## src/rtl/mul_seq.sv

```systemverilog
// mul_seq: sequential 16x16 -> 16 shift-and-add multiplier that borrows a
// shared ALU for its additions.
//
// Ports
//   clk        system clock, rising edge active
//   rst        asynchronous active-high reset
//   start      multiply request, sampled only while idle
//   op_a       multiplicand, captured when start is accepted
//   op_b       multiplier, captured when start is accepted
//   busy       high whenever the block is not idle
//   done       one-cycle pulse, product is valid
//   product    low 16 bits of op_a*op_b, held until the next result
//   alu_own    high while this block drives the shared ALU inputs
//   ALUFunc    ALU function code (always ADD)
//   alu_a      ALU operand a (accumulator), zero when not owning the ALU
//   alu_b      ALU operand b (shifted multiplicand), zero when not owning
//   ALUResult  combinational result returned by the shared ALU
module mul_seq (
  input  logic        clk,
  input  logic        rst,
  input  logic        start,
  input  logic [15:0] op_a,
  input  logic [15:0] op_b,
  output logic        busy,
  output logic        done,
  output logic [15:0] product,
  output logic        alu_own,
  output logic [1:0]  ALUFunc,
  output logic [15:0] alu_a,
  output logic [15:0] alu_b,
  input  logic [15:0] ALUResult
);

  typedef enum logic [1:0] {
    IDLE = 2'd0,
    RUN  = 2'd1,
    DONE = 2'd2
  } state_t;

  state_t      state_q;
  logic [15:0] acc_q;
  logic [15:0] mcand_q;
  logic [15:0] mplier_q;
  logic [3:0]  count_q;
  logic [15:0] product_q;
  logic        busy_q;
  logic        done_q;
  logic        alu_own_q;
  logic [15:0] acc_d;

  // Partial-product accumulate: the ALU sum is taken only when the current
  // multiplier bit is set. Consumed only in RUN, so ALUResult is ignored
  // in every other state.
  assign acc_d = mplier_q[0] ? ALUResult : acc_q;

  always_ff @(posedge clk or posedge rst) begin
    if (rst) begin
      state_q   <= IDLE;
      acc_q     <= '0;
      mcand_q   <= '0;
      mplier_q  <= '0;
      count_q   <= '0;
      product_q <= '0;
      busy_q    <= 1'b0;
      done_q    <= 1'b0;
      alu_own_q <= 1'b0;
    end else begin
      case (state_q)
        IDLE: begin
          done_q <= 1'b0;
          if (start) begin
            acc_q     <= '0;
            mcand_q   <= op_a;
            mplier_q  <= op_b;
            count_q   <= '0;
            busy_q    <= 1'b1;
            alu_own_q <= 1'b1;
            state_q   <= RUN;
          end
        end
        RUN: begin
          acc_q    <= acc_d;
          mcand_q  <= mcand_q << 1;
          mplier_q <= mplier_q >> 1;
          count_q  <= count_q + 4'd1;
          // Always a full 16 iterations, even when the remaining multiplier
          // bits are zero, so latency is fixed.
          if (count_q == 4'd15) begin
            product_q <= acc_d;
            done_q    <= 1'b1;
            alu_own_q <= 1'b0;
            state_q   <= DONE;
          end
        end
        DONE: begin
          done_q  <= 1'b0;
          busy_q  <= 1'b0;
          state_q <= IDLE;
        end
        default: begin
          done_q    <= 1'b0;
          busy_q    <= 1'b0;
          alu_own_q <= 1'b0;
          state_q   <= IDLE;
        end
      endcase
    end
  end

  assign busy    = busy_q;
  assign done    = done_q;
  assign product = product_q;
  assign alu_own = alu_own_q;
  assign ALUFunc = 2'b00;
  assign alu_a   = alu_own_q ? acc_q   : 16'h0000;
  assign alu_b   = alu_own_q ? mcand_q : 16'h0000;

endmodule

```

## config.mk

```make
export PLATFORM = sky130hd
export DESIGN_NAME = mul_seq
export DESIGN_NICKNAME = d
export VERILOG_FILES = /design/src/rtl/mul_seq.sv
export SDC_FILE = /design/constraint.sdc
export NUM_CORES = 1
export LEC_CHECK = 0
export ABC_CLOCK_PERIOD_IN_PS = 7050
export CORE_MARGIN = 2
export CORE_UTILIZATION = 30
export CTS_CLUSTER_SIZE = 40
export DETAILED_ROUTE_END_ITERATION = 8
export GPL_ROUTABILITY_DRIVEN = 0
export GPL_TIMING_DRIVEN = 0
export PLACE_DENSITY_LB_ADDON = 0.08
export SLEW_MARGIN = 20
export SYNTH_ARGS = -nofsm -noshare
export SYNTH_HDL_FRONTEND = slang
export SYNTH_SLANG_ARGS = --single-unit
```

## constraint.sdc

```tcl
create_clock -name clk -period 7.05 [get_ports clk]
set_clock_uncertainty 0.1 [all_clocks]
set_input_delay 1.0575 -clock clk [delete_from_list [all_inputs] [get_ports clk]]
set_output_delay 1.0575 -clock clk [all_outputs]
set_load 0.01 [all_outputs]
```

* Yosys cells after proc, flatten, opt, wreduce, memory -nomap -nowiden
Index checks and enable logic that the tools add are counted.
** Word-level totals
- Flip-flop bits (word level) :: 73
- Input bits :: 51
- Logic and storage cells :: 44
** Cells by class
- $add $sub $neg :: 1
- Equality and inequality tests :: 5
- Multiplexer cells :: 20
- Bitwise logic cells :: 2
- Reductions and logical operators :: 7
** Operators with widths (number)
- $mux W16 :: 6
- $pmux W16 S2 :: 3
- $pmux W4 S2 :: 1
- $reduce_and A2 Y1 :: 4
- $add A4 B1 Y4 const B :: 1
- $eq A4 B4 Y1 const B :: 1
- $mux W1 :: 4
- $mux W2 :: 2
- $mux W4 :: 1
- $ne A2 B2 Y1 const B :: 2
- $pmux W2 S2 :: 1
- $pmux W1 S3 :: 1
- $reduce_and A3 Y1 :: 1
- $eq A2 B1 Y1 const B :: 1
- $eq A2 B2 Y1 const B :: 1
- $logic_not A2 Y1 :: 1
- $not A1 Y1 :: 2
- $pmux W1 S2 :: 1
- $reduce_bool A2 Y1 :: 1

* Logic depth before layout (Yosys ltp)
- Word-level depth :: 3
- Mapped depth :: 6

* Worst setup path after synthesis
Ideal clock, no wire load.
- Path kind :: register to output
- Start point :: register alu_own_q, in the netlist alu_own
- End point :: output port alu_b[10]
- Arrival time :: 0.852 ns
- Data required time :: 5.892 ns
- Setup slack :: 5.041 ns
- Cell stages (with the launch flop) :: 3
- Path through :: dfrtp_1 clkbuf_1 and2_1
** On the way
- Longest elaborated chain between the ends :: 1
** Ends and longest elaborated chain
- start: declaration :: RTL line 48 : logic alu_own_q;
- start signal: assignment :: RTL line 66 : alu_own_q <= 1'b0;
- start signal: assignment :: RTL line 77 : alu_own_q <= 1'b1;
- start signal: assignment :: RTL line 91 : alu_own_q <= 1'b0;
- $mux W16 :: RTL line 116 : assign alu_b = alu_own_q ? mcand_q : 16'h0000;
- end: declaration :: RTL line 30 : output logic [15:0] alu_b,
No other way between the ends.

* Worst setup path after layout
- Start point :: register alu_own_q, in the netlist alu_own
- End point :: output port alu_a[3]
** On the way
- Longest elaborated chain between the ends :: 1
** Ends and longest elaborated chain
- $mux W16 :: RTL line 115 : assign alu_a = alu_own_q ? acc_q : 16'h0000;
- end: declaration :: RTL line 29 : output logic [15:0] alu_a,
No other way between the ends.

==> reports/metrics.cfg <==
[outcome]
run_status = complete, no violations

[layout]
finalNetCount = 530
antenna_diode_count = 0
final_layout_size_suffix_gt1_frac = 0.0766
commonest_cells_after_routing_fill_and_taps_aside = clkdlybuf4s50_1, dfrtp_1, o21ai_1
fill_cells = 1187
syn_to_final_growth_pct = 42.3
finish.cell_count_without_fillers = 630
most_common_library_cell_in_the_layout_ignoring_fill_and_taps = clkdlybuf4s50_1

[setup_path]
critical_path.endpoint_type = primary output
critical_path.max_stage_delay_ns = 0.54
critical_path_depth = 3
r2r_cells = 5
critPathRequiredTime_ns = 5.89
timing.setup.critical_path_class = flip-flop to primary output
crit_fanout = 10
critical_path.slowest_cell = clkdlybuf4s50_1
crit_path_cell_trace = clkbuf_1 > and2_1 > clkdlybuf4s50_1
worst_ep_arrival_time_ns = 2.01
crit_family = buffers and inverters
worst-path-buf-inv = 2
worst_setup_path_start_kind = flip-flop

[global_route]
global_routing_s_busiest_layer = met2
met3_usage = 0.0393
use_met1 = 0.232
grt.overflow.total = 0
grt_pass1_wl_mm = 17.0
grt_max_degree = 54
grt_antenna_before_repair = 0
grt.met2_usage = 0.259
number_of_global_route_vias_before_repair = 3199
grtUsageTotal = 0.167

[clocking]
post_cts_buffers = 0
clock_sink_count = 73
ctsRootBufferMaster = clkbuf_16
deepest_clock_path_buffer_count = 2
post_cts_hold_buffer_count = 0
tritoncts = done
clk-insertion-delay-late_ns = 0.33
path_clk_slew_ns = 0.06
cts-resized-gates = 0
htree_num_levels = 3
total_cts_buffers = 9

[job]
timing.max_cap.violations = 0

[floorplanning]
io_pins = 104
placeableCoreArea_mm2 = 0.0119
die_h_um = 114
dieWidth_um = 114
start_util = 0.304
num_rows = 40
die-area_mm2 = 0.0129

[routing]
total_vias_in_the_final_route = 3144
drt-total-wl_mm = 10.3
drtIter0Drc = 183
wire_per_inst_um = 16.4
vias_per_cell = 4.99
total_drc_errors_in_the_routed_layout = 0
detail-route-antenna-nets = 0
drt_first_pass_iters = 4

[timing]
timing_worst_slew_pin_value_ns = 0.573
fin_crit_ns = 3.17
final_count_of_hold_timing_violations = 0
timing.final.setup_violations = 0
layout_worst_path_cycle_share = 0.449
setup_total_neg_slack_ns = 0
achievable-frequency_mhz = 316
timing.slew.headroom = 0.618
max_transition_viols_final = 0
rsz0062_at_grt = no

[placement]
cell_count_post_placement = 614
port_buffer_count = 101
detailed_place_hpwl_mm = 7.24

[pwr]
power_leakage_nw = 2.12
power_per_cell_area_mw_per_mm2 = 421
power.ir.vdd_worst_v = 0.000111

[min_path]
min_delay_path_depth = 2
timing.hold.worst.class = flip-flop to flip-flop

[logic_synthesis]
postSynthCellCount = 364
ys_seq_elements = 73
syn_avg_cell_area_um2 = 9.91
syn-cell-area_mm2 = 0.00361
yosysSeqAreaShare = 0.506
ys_types = 30
synth_warnings = 0

## cells by family (layout without fill, tap and decap cells)
kind of cell,Yosys count,in the layout,synth area share
other,1,2,0.00104
muxes,17,17,0.0472
AOI/OAI and AO/OA,152,152,0.252
DFF,73,73,0.506
buffers and inverters,37,155,0.0506
and+or+nand+nor,83,83,0.140
adders and majority gates,1,1,0.00347
## report_power, final
group / leakage (nW) / switching, mW / internal (mW) / total [mW]
registers: 0.929 / 0.133 / 0.598 / 0.730
clock network: 0.148 / 0.178 / 0.281 / 0.459
logic: 1.05 / 0.462 / 0.510 / 0.971
## stage by stage
stage | util | instance area [µm²] | power (mW) | worst slack (ns) | hold slack [ns]
after floorplan | - | 3610 | 1.27 | 4.04 | 0.371
after global placement | 0.405 | 4810 | 1.71 | 2.55 | 0.389
after detailed placement | 0.408 | 4840 | 1.72 | 4.20 | 0.393
after CTS | 0.433 | 5130 | 2.19 | 3.83 | 0.406
after global routing | 0.433 | 5130 | 2.32 | 3.69 | 0.422
final | 0.433 | 5130 | 2.16 | 3.88 | 0.401
## path summary, 6_finish.rpt
path / start / slack, ns / end
min in group asynchronous: rst / 0.94 / product[5]$_DFFE_PP0P_
worst max-delay path: alu_own$_DFFE_PP0P_ / 3.88 / alu_a[3]
max in group asynchronous: rst / 5.32 / mplier_q[7]$_DFFE_PP0P_
worst max register to register: count_q[0]$_DFFE_PP0P_ / 5.18 / product[3]$_DFFE_PP0P_
worst min-delay path: product[6]$_DFFE_PP0P_ / 0.40 / product[6]$_DFFE_PP0P_
worst min register to register: product[6]$_DFFE_PP0P_ / 0.40 / product[6]$_DFFE_PP0P_
## cell type report
type                            count  area [µm²]  area share
Tap cell                          147         184      0.0358
Multi-Input combinational cell    255        1600       0.312
Inverter                            4        17.5     0.00341
Timing Repair Buffer              102        1040       0.202
Sequential cell                    73        1830       0.356
Clock inverter                      6        57.6      0.0112
Clock buffer                       10         239      0.0466
Buffer                             33         168      0.0327
## cell usage after synthesis, drive strengths merged
| master | n | area [µm²] |
|---|---|---|
| inv | 4 | 15.0 |
| nand2 | 7 | 26.3 |
| nor2b | 31 | 194 |
| ha | 1 | 12.5 |
| nand2b | 1 | 6.26 |
| o21bai | 1 | 7.51 |
| o21ai | 67 | 335 |
| o311ai | 1 | 8.76 |
| buf | 21 | 123 |
| clkbuf | 12 | 45.0 |
| nor3b | 1 | 7.51 |
| nor2 | 1 | 3.75 |
| nand3 | 3 | 15.0 |
| or2 | 1 | 6.26 |
| mux2i | 17 | 170 |
| and3 | 1 | 6.26 |
| dfrtp | 73 | 1830 |
| a22oi | 30 | 225 |
| a21oi | 35 | 175 |
| and2b | 3 | 22.5 |
| conb | 1 | 3.75 |
| and2 | 33 | 209 |
| a22o | 17 | 149 |
| nand3b | 1 | 7.51 |
| o21a | 1 | 7.51 |
## routing by layer
| metal | vias to the layer above | part of all wire |
|---|---|---|
| met5 | - | 0 |
| met4 | 0 | 0.014 |
| met3 | 10 | 0.056 |
| met2 | 97 | 0.47 |
| met1 | 1516 | 0.46 |
| li1 | 1521 | - |
## worst reg2reg max path: stages (launching register included)
cell and delay [ns]:
dfrtp_1 0.41, ha_1 0.26, nand3_1 0.31, clkbuf_1 0.50, o21ai_1 0.12, o21ai_1 0.10
## flip-flops by register name, indices dropped and copies added, names as in the netlist
name,cells
count_q,4
mplier_q,16
acc_q,16
busy,1
state_q,2
alu_own,1
product,16
mcand_q,16
done,1
Note: power is estimated with default switching activity, not from simulation.
